$ cat src/rtl/fetch_pkg.sv
// rtl/fetch_pkg.sv - shared defaults and FSM state type for the instruction fetch unit
package fetch_pkg;

    localparam int DEF_ADDR_W      = 24;
    localparam int DEF_INSTR_W     = 24;
    localparam int DEF_INSTR_BYTES = 3;
    localparam int DEF_RESET_VEC   = 0;
    localparam int DEF_BUF_DEPTH   = 2;

    typedef enum logic [1:0] {
        IDLE    = 2'd0,
        WAIT    = 2'd1,
        DISCARD = 2'd2
    } fetch_state_t;

endpackage

$ cat src/rtl/fetch_buffer.sv
// rtl/fetch_buffer.sv - small power-of-two FIFO holding fetched {pc, instr} entries
module fetch_buffer #(
    parameter int WIDTH = 48,
    parameter int DEPTH = 2,
    localparam int PTR_W = $clog2(DEPTH),
    localparam int CNT_W = PTR_W + 1
) (
    input  logic             Clock,
    input  logic             Resetn,
    input  logic             push,
    input  logic [WIDTH-1:0] push_data,
    input  logic             pop,
    input  logic             flush,
    output logic [WIDTH-1:0] head_data,
    output logic [CNT_W-1:0] count,
    output logic             empty
);

    logic [WIDTH-1:0] mem [DEPTH];
    logic [PTR_W-1:0] rd_ptr;
    logic [PTR_W-1:0] wr_ptr;
    logic             full;
    logic             do_pop;
    logic             do_push;

    assign empty   = (count == '0);
    assign full    = (count == CNT_W'(DEPTH));
    assign do_pop  = pop & ~empty & ~flush;
    // a push into a full buffer is only legal when the head leaves in the same cycle
    assign do_push = push & (~full | do_pop) & ~flush;

    assign head_data = mem[rd_ptr];

    always_ff @(posedge Clock or negedge Resetn) begin
        if (!Resetn) begin
            rd_ptr <= '0;
            wr_ptr <= '0;
            count  <= '0;
        end else if (flush) begin
            rd_ptr <= '0;
            wr_ptr <= '0;
            count  <= '0;
        end else begin
            if (do_push) wr_ptr <= wr_ptr + 1'b1;
            if (do_pop)  rd_ptr <= rd_ptr + 1'b1;
            count <= count + CNT_W'(do_push) - CNT_W'(do_pop);
        end
    end

    always_ff @(posedge Clock) begin
        if (do_push) mem[wr_ptr] <= push_data;
    end

endmodule

$ cat src/rtl/fetch_unit.sv
// rtl/fetch_unit.sv - sequential instruction fetcher with redirect and a small decode buffer
module fetch_unit
    import fetch_pkg::*;
#(
    parameter int ADDR_W      = DEF_ADDR_W,
    parameter int INSTR_W     = DEF_INSTR_W,
    parameter int INSTR_BYTES = DEF_INSTR_BYTES,
    parameter logic [ADDR_W-1:0] RESET_VEC = ADDR_W'(DEF_RESET_VEC),
    parameter int BUF_DEPTH   = DEF_BUF_DEPTH
) (
    input  logic               Clock,
    input  logic               Resetn,
    output logic               imem_req,
    output logic [ADDR_W-1:0]  imem_addr,
    input  logic               imem_ack,
    input  logic [INSTR_W-1:0] imem_rdata,
    input  logic               redirect,
    input  logic [ADDR_W-1:0]  redirect_pc,
    output logic               instr_valid,
    input  logic               instr_ready,
    output logic [INSTR_W-1:0] instr_data,
    output logic [ADDR_W-1:0]  instr_pc,
    output logic [ADDR_W-1:0]  instr_pc_next
);

    localparam int CNT_W = $clog2(BUF_DEPTH) + 1;
    localparam logic [ADDR_W-1:0] PC_INC = ADDR_W'(INSTR_BYTES);

    fetch_state_t        state;
    logic [ADDR_W-1:0]   fetch_pc;
    logic [CNT_W-1:0]    count;
    logic [CNT_W-1:0]    count_after;
    logic                buf_empty;
    logic                push;
    logic                pop;
    logic                space_after;
    logic [ADDR_W-1:0]   next_seq;
    logic [ADDR_W+INSTR_W-1:0] head;

    // a redirect kills both the head consumption and any response landing this cycle
    assign pop         = instr_valid & instr_ready & ~redirect;
    assign push        = (state == WAIT) & imem_ack & ~redirect;
    assign count_after = count + CNT_W'(push) - CNT_W'(pop);
    assign space_after = (count_after < CNT_W'(BUF_DEPTH));
    assign next_seq    = imem_addr + PC_INC;

    fetch_buffer #(
        .WIDTH (ADDR_W + INSTR_W),
        .DEPTH (BUF_DEPTH)
    ) u_buffer (
        .Clock     (Clock),
        .Resetn    (Resetn),
        .push      (push),
        .push_data ({imem_addr, imem_rdata}),
        .pop       (pop),
        .flush     (redirect),
        .head_data (head),
        .count     (count),
        .empty     (buf_empty)
    );

    assign instr_valid   = ~buf_empty;
    assign instr_pc      = head[ADDR_W+INSTR_W-1:INSTR_W];
    assign instr_data    = head[INSTR_W-1:0];
    assign instr_pc_next = instr_pc + PC_INC;

    always_ff @(posedge Clock or negedge Resetn) begin
        if (!Resetn) begin
            state     <= IDLE;
            fetch_pc  <= RESET_VEC;
            imem_addr <= RESET_VEC;
            imem_req  <= 1'b0;
        end else begin
            if (redirect) fetch_pc <= redirect_pc;
            case (state)
                IDLE: begin
                    if (redirect) begin
                        state     <= WAIT;
                        imem_req  <= 1'b1;
                        imem_addr <= redirect_pc;
                    end else if (space_after) begin
                        state     <= WAIT;
                        imem_req  <= 1'b1;
                        imem_addr <= fetch_pc;
                    end
                end
                WAIT: begin
                    if (redirect) begin
                        // the bus cannot cancel, so an unanswered request is drained in DISCARD
                        if (imem_ack) imem_addr <= redirect_pc;
                        else          state     <= DISCARD;
                    end else if (imem_ack) begin
                        fetch_pc <= next_seq;
                        if (space_after) begin
                            imem_addr <= next_seq;
                        end else begin
                            state    <= IDLE;
                            imem_req <= 1'b0;
                        end
                    end
                end
                DISCARD: begin
                    if (imem_ack) begin
                        state     <= WAIT;
                        imem_addr <= redirect ? redirect_pc : fetch_pc;
                    end
                end
                default: begin
                    state    <= IDLE;
                    imem_req <= 1'b0;
                end
            endcase
        end
    end

endmodule

$ cat config.mk
export PLATFORM = sky130hd
export DESIGN_NAME = fetch_unit
export DESIGN_NICKNAME = d
export VERILOG_FILES = /design/src/rtl/fetch_pkg.sv /design/src/rtl/fetch_buffer.sv /design/src/rtl/fetch_unit.sv
export SDC_FILE = /design/constraint.sdc
export NUM_CORES = 1
export LEC_CHECK = 0
export CAP_MARGIN = 20
export CELL_PAD_IN_SITES_DETAIL_PLACEMENT = 1
export CELL_PAD_IN_SITES_GLOBAL_PLACEMENT = 2
export CORE_ASPECT_RATIO = 0.9
export CORE_MARGIN = 5
export CORE_UTILIZATION = 30
export CTS_CLUSTER_DIAMETER = 50
export DETAILED_ROUTE_END_ITERATION = 8
export GPL_TIMING_DRIVEN = 1
export PLACE_DENSITY = 0.86
export SLEW_MARGIN = 20
export SYNTH_ARGS = -nofsm -noshare
export SYNTH_HDL_FRONTEND = slang
export SYNTH_HIERARCHICAL = 1
export SYNTH_SLANG_ARGS = --single-unit
$ cat constraint.sdc
create_clock -name Clock -period 4.4 [get_ports Clock]
set_clock_uncertainty 0.1 [all_clocks]
set_input_delay 0.88 -clock Clock [delete_from_list [all_inputs] [get_ports Clock]]
set_output_delay 0.88 -clock Clock [all_outputs]
set_load 0.1 [all_outputs]
==> flow_summary.ini, run 1 <==
[layout]
final_util_pct = 40.7
layout_commonest_cell = edfxtp_1
fin_nets = 812
nFillCells = 2577
synthToLayoutAreaGrowth_pct = 34.7
instances_no_fill = 1075
ff_latch_area_um2 = 4260
final_cell_mix = edfxtp_1, buf_4, clkdlybuf4s50_1
antennaDiodeCount = 0
multiInputGateArea_um2 = 3060
drive_gt1_share_pct = 26.1

[clock_network]
ctsRootBufferMaster = clkbuf_16
htree_levels = 4
clock-sinks = 151
cts_setup_buffers = 0
cts_buffers = 17
cts_tree = built
clk_latency_ns = 0.43
clk_pin_slew_ns = 0.06
cts_buffer_depth = 2

[logic_synthesis]
ys.flop_type = edfxtp_1
async_flop_share_pct = 36.4
synth_cell_type_count = 53
syn-num-nets = 663
netlist_area_um2 = 7270
ys_ff_latch = 151
yosys_warnings = 6
syn_inst = 605
avgSynthCellArea_um2 = 12.0
ys_seq_area_share_pct = 58.6
synth_edf_count = 96

[run]
drv_cap = 0

[placement]
place_inst = 1043
dp_slack_ns = 0.588
dpl.hpwl_mm = 15.6
gp_congestion = 0.754
portBuffers = 150

[timing]
setup_violations = 0
layout_setup_ws_ns = 0.311
drv_slew = 0
hold_violations = 0
finalCriticalPeriod_ns = 4.09
slew_headroom_pct = 29.8
max_freq_ghz = 0.245
period_share_pct = 92.9
rsz0062_at_grt = false
worst_slew_pin_slew_ns = 1.05

[routing]
ant_nets = 0
vias_per_cell = 5.06
routed_wirelength_mm = 21.8
via_count = 5442
wl_per_cell_um = 20.3
drtIter0Drc = 277
drt_pass1_iterations = 7
route.detailed.drc = 0

[power_and_ir_drop]
ir_worst_vdd_uv = 234
p_sw_share_pct = 43.3
cellPowerDensity_nw_per_um2 = 526
power_frac_comb_pct = 34.6
power.total_mw = 5.15
total_leakage_power_nw = 3.69
netSwitchingPower_mw = 2.23
power.clock.fraction_pct = 27.2
intPower_mw = 2.92
p_seq_share_pct = 38.3

[worst_setup_path]
crit_required_ns = 3.42
arrival_ns = 3.11
endpoint_kind = output pin
crit_path_start_kind = flip-flop
cp_max_fo = 27
crit_type = reg -> out

[die]
initial_core_util_pct = 30.2
num_rows = 54
die_h_um = 158
die_area_um2 = 27400
ios = 151
die_w_um = 174
core_um2 = 24100

[grt]
grt_overflow = 0
grt_max_degree = 56
grt_pass1_wl_mm = 34.6
grt_pass1_vias = 5764
grt_usage_pct = 16.2
antenna_found_initial = 0

[outcome]
run_status = completed

[worst_hold_path]
hp-class = reg -> reg
## kinds of logic after synthesis
| family | after synthesis | synth area share [%] |
|---|---|---|
| AOI/OAI and AO/OA | 146 | 12.6 |
| buffers and inverters | 48 | 2.75 |
| DFF | 151 | 58.6 |
| xor gates and xnor gates | 48 | 5.78 |
| muxes | 51 | 7.87 |
| adders and majority gates | 5 | 0.861 |
| and+or+nand+nor | 156 | 11.5 |
## state kept, by name, summed over array words and instances (netlist names)
signal and cells:
fetch_pc 24, imem_addr 24, imem_req 1, state 2, u_buffer/count 2, u_buffer/mem 96, u_buffer/rd_ptr 1, u_buffer/wr_ptr 1
## per-layer routing
metal	vias to the layer above	part of all wire (%)	GRT usage (%)
met2	148	48	26.9
met5	-	0	0
li1	2541	-	-
met1	2734	46	21.3
met3	19	5.1	4.49
met4	0	0.90	3.62
## worst max-delay path, stage by stage (launching register included)
cell and delay, ns:
dfrtp_4 0.63, buf_4 0.40, mux2_2 0.47, and3_1 0.24, and2_1 0.17, and3_1 0.19
nand3_1 0.13, xnor2_2 0.13, buf_4 0.31
## what timing repair did
action / CTS / global route
hold buffers: 0 / 0
endpoints found under the hold margin: 0 / 0
gates resized for setup: 0 / 1
setup endpoints to repair: 0 / 2
## per-stage QoR
| stage | TNS, ns | instance area [µm²] | hold WS (ns) |
|---|---|---|---|
| finish | 0 | 9790 | 0.408 |
| detailed placement | 0 | 9220 | 0.397 |
| floorplan | -0.584 | 7490 | 0.371 |
| global route | 0 | 9790 | 0.445 |
| global placement | 0 | 9220 | 0.384 |
| CTS | 0 | 9780 | 0.412 |
## cell usage after synthesis (6+ instances only)
cell,n,area (µm²)
xnor2_1,31,272
o31a_1,6,52.6
inv_1,16,60.1
edfxtp_1,96,2880
a22o_1,7,61.3
o21ai_0,50,250
nor2b_1,9,56.3
nand3_1,9,45.0
nor3b_1,9,67.6
a22oi_1,13,97.6
mux2_2,49,552
nor2_1,50,188
and3_1,8,50.1
xor2_1,17,149
a21oi_1,32,160
buf_2,12,60.1
clkbuf_1,16,60.1
a211oi_1,6,45.0
dfrtp_1,55,1380
nand2_1,34,128
## area by class of cell
type	instances	area share (%)
Sequential cell	151	43.5
Clock inverter	15	1.37
Timing Repair Buffer	162	14.9
Multi-Input combinational cell	406	31.3
Tap cell	308	3.94
Clock buffer	17	4.35
Inverter	16	0.652
## power by group through the flow
stage / Clock [mW] / Sequential, mW / Combinational (mW)
final: 1.40 / 1.97 / 1.78
after global routing: 1.50 / 2.01 / 1.88
after CTS: 1.44 / 1.97 / 1.80
after detailed placement: 0 / 2.00 / 1.79
after global placement: 0 / 1.99 / 1.77
after floorplan: 0 / 2.50 / 0.745
## path summary, 6_finish.rpt
path                                  from                end  slack [ns]  cells past startpoint
max                        u_buffer/rd_ptr  instr_pc_next[23]        0.31                      8
min                           fetch_pc[23]       fetch_pc[23]        0.41                      2
max reg2reg                       state[1]  u_buffer/count[1]        1.38                     11
min reg2reg                   fetch_pc[23]       fetch_pc[23]        0.41                      2
max in group asynchronous           Resetn    u_buffer/rd_ptr        3.17                      1
min in group asynchronous           Resetn      imem_addr[21]        0.43                      1
Power figures use the tool's default switching activity.
==> inputs of run 2 (changes only) <==
--- a/config.mk
+++ b/config.mk
@@ -8,15 +8,15 @@
 export CAP_MARGIN = 20
 export CELL_PAD_IN_SITES_DETAIL_PLACEMENT = 1
 export CELL_PAD_IN_SITES_GLOBAL_PLACEMENT = 2
-export CORE_ASPECT_RATIO = 0.9
+export CORE_ASPECT_RATIO = 0.7
 export CORE_MARGIN = 5
-export CORE_UTILIZATION = 30
+export CORE_UTILIZATION = 31
 export CTS_CLUSTER_DIAMETER = 50
 export DETAILED_ROUTE_END_ITERATION = 8
+export GPL_ROUTABILITY_DRIVEN = 0
 export GPL_TIMING_DRIVEN = 1
-export PLACE_DENSITY = 0.86
+export PLACE_DENSITY = 0.88
 export SLEW_MARGIN = 20
 export SYNTH_ARGS = -nofsm -noshare
 export SYNTH_HDL_FRONTEND = slang
-export SYNTH_HIERARCHICAL = 1
 export SYNTH_SLANG_ARGS = --single-unit
==> flow_summary.ini, run 2 <==
[logic_synthesis]
synth_edf_count = 96
avgSynthCellArea_um2 = 11.7
ys_seq_area_share_pct = 56.8
ys_ff_latch = 151
syn-num-nets = 698
ys.flop_type = edfxtp_1
synth.top_cell.area_share_pct = 38.5
yosysMostFrequentCell = edfxtp_1
async_flop_share_pct = 36.4
synth_area_leaders = edfxtp_1, dfrtp_1, mux2_2
synth_cell_type_count = 61
yosys.area.top_type = edfxtp_1
yosys_warnings = 0
netlist_area_um2 = 7490
syn_inst = 640
yosys-top-cells-count = edfxtp_1, dfrtp_1, a21oi_1

[routing]
via_count = 5604
route.detailed.drc = 0
routed_wirelength_mm = 22.1
vias_per_cell = 5.01
met1_length_mm = 11.4
drtIter0Drc = 398
ant_nets = 0
wl_per_cell_um = 19.8
wl_met2_mm = 9.54
highest_layer = met4
route.met3.wl_mm = 1.16
drt_pass1_iterations = 4

[clock_network]
cts_buffer_depth = 2
cts_buffers = 17
clock-sinks = 151
ctsRootBufferMaster = clkbuf_16
cts_resized = 0
clk_latency_ns = 0.42
ctsHoldBuffers = 0
htree_levels = 4
cts_setup_buffers = 0
clk_pin_slew_ns = 0.07
cts_tree = built

[grt]
grt_max_degree = 71
grt_usage_pct = 15.9
grt_pass1_vias = 5723
grt_pass1_wl_mm = 34.1
antenna_found_initial = 0
grt_overflow = 0

[worst_setup_path]
cp_max_fo = 24
cp_top_family = simple AND/OR/NAND/NOR gates
cpPeakStageDelay_ns = 0.72
path_cells = mux2i_1 > ha_1 > nor3_2 > buf_4 > nand4_1 > nor3_1 > xor2_2 > buf_12
reg2reg_depth = 10
crit_type = reg -> out
crit_required_ns = 3.42
critPathBufInv = 2
rrSetupSlack_ns = 1.47
reg2reg_to = imem_addr[9]
regToRegStartpoint = u_buffer.count[1]
endpoint_kind = output pin
arrival_ns = 3.06
crit_path_top_delay_cell = dfrtp_2
crit_path_start_kind = flip-flop

[timing]
drv_slew = 0
finalCriticalPeriod_ns = 4.04
slew_headroom_pct = 31.8
hold_violations = 0
setup_violations = 0
period_share_pct = 91.8
tns_ns = 0
rsz0062_at_grt = false
max_freq_ghz = 0.248
worst_slew_pin_slew_ns = 1.02

[die]
die_h_um = 140
core_um2 = 23700
num_rows = 47
die_w_um = 196
ios = 151
initial_core_util_pct = 31.6
die_area_um2 = 27400

[layout]
largest_register_ffs = 96
layout_commonest_cell = edfxtp_1
final_cell_mix = edfxtp_1, clkdlybuf4s50_1, buf_4
fin_nets = 845
reg.largest.list = u_buffer.mem x96, fetch_pc x24, imem_addr x24
drive_gt1_share_pct = 23.8
synthToLayoutAreaGrowth_pct = 35.4
antennaDiodeCount = 0
regMostFlops = u_buffer.mem

[worst_hold_path]
min_to = u_buffer.mem[1][47]
holdPathStages = 0
worstHoldStart = imem_addr[23]
hp-class = reg -> reg

[placement]
dpl.hpwl_mm = 16.0
portBuffers = 150

[run]
drv_cap = 0

[outcome]
run_status = completed
[run 2: cell types whose count changed after synthesis, moves of 9 or more]
cell	previous run	this run
a211oi_1	6	23
a21oi_1	32	48
mux2_2	49	39
mux2i_1	2	11
nor2_1	50	41
nor2b_1	9	26
o21ai_0	50	18
o21ai_1	3	22
[run 2: final cells by class]
type                            instances  area (µm²)
Multi-Input combinational cell        427        3110
Inverter                               24        90.1
Timing Repair Buffer                  166        1670
Clock buffer                           17         425
Fill cell                            2519       13600
Clock inverter                         15         186
Tap cell                              318         398
Sequential cell                       151        4260
[run 2: worst max path at each step]
stage | cells after the start | from | slack, ns | end
6_report | 8 | u_buffer.rd_ptr | 0.36 | instr_pc_next[18]
5_1_grt | 8 | u_buffer.rd_ptr | 0.16 | instr_pc_next[18]
4_1_cts | 8 | u_buffer.rd_ptr | 0.27 | instr_pc_next[18]
3_5_place_dp | 8 | u_buffer.rd_ptr | 0.75 | instr_pc_next[18]
3_3_place_gp | 9 | instr_ready | 0.79 | imem_addr[9]
2_1_floorplan | 6 | u_buffer.rd_ptr | 0.02 | instr_pc_next[13]
[run 2: stage by stage]
step / utilization (%) / hold WS (ns) / instance area [µm²] / worst slack, ns / instances
finish: 42.8 / 0.460 / 10100 / 0.362 / 1118
detailed placement: 40.2 / 0.454 / 9530 / 0.747 / 1086
floorplan: - / 0.419 / 7610 / 0.0232 / 640
global route: 42.8 / 0.494 / 10100 / 0.157 / 1118
CTS: 42.8 / 0.463 / 10100 / 0.265 / 1118
global placement: 40.2 / 0.439 / 9530 / 0.795 / 1086
[run 2: metal layers]
layer / up-vias / GRT usage (%)
met2: 150 / 23.4
met1: 2790 / 23.9
li1: 2657 / -
met3: 7 / 3.98
met4: 0 / 2.64
met5: - / 0
[run 2: cells by family (layout without fill, tap and decap cells)]
| logic type | count (synthesis) | count (layout) | share of synthesized area, % |
|---|---|---|---|
| xor gates and xnor gates | 47 | 47 | 5.59 |
| AOI/OAI and AO/OA | 157 | 157 | 13.5 |
| adders and majority gates | 5 | 5 | 0.835 |
| buffers and inverters | 62 | 222 | 3.37 |
| muxes | 50 | 50 | 7.33 |
| and+or+nand+nor | 168 | 168 | 12.5 |
| DFF | 151 | 151 | 56.8 |
Power of run 2 is left out: the tool's default activity adds up to more than one toggle a clock period on the data nets, which glitch-free logic cannot reach.
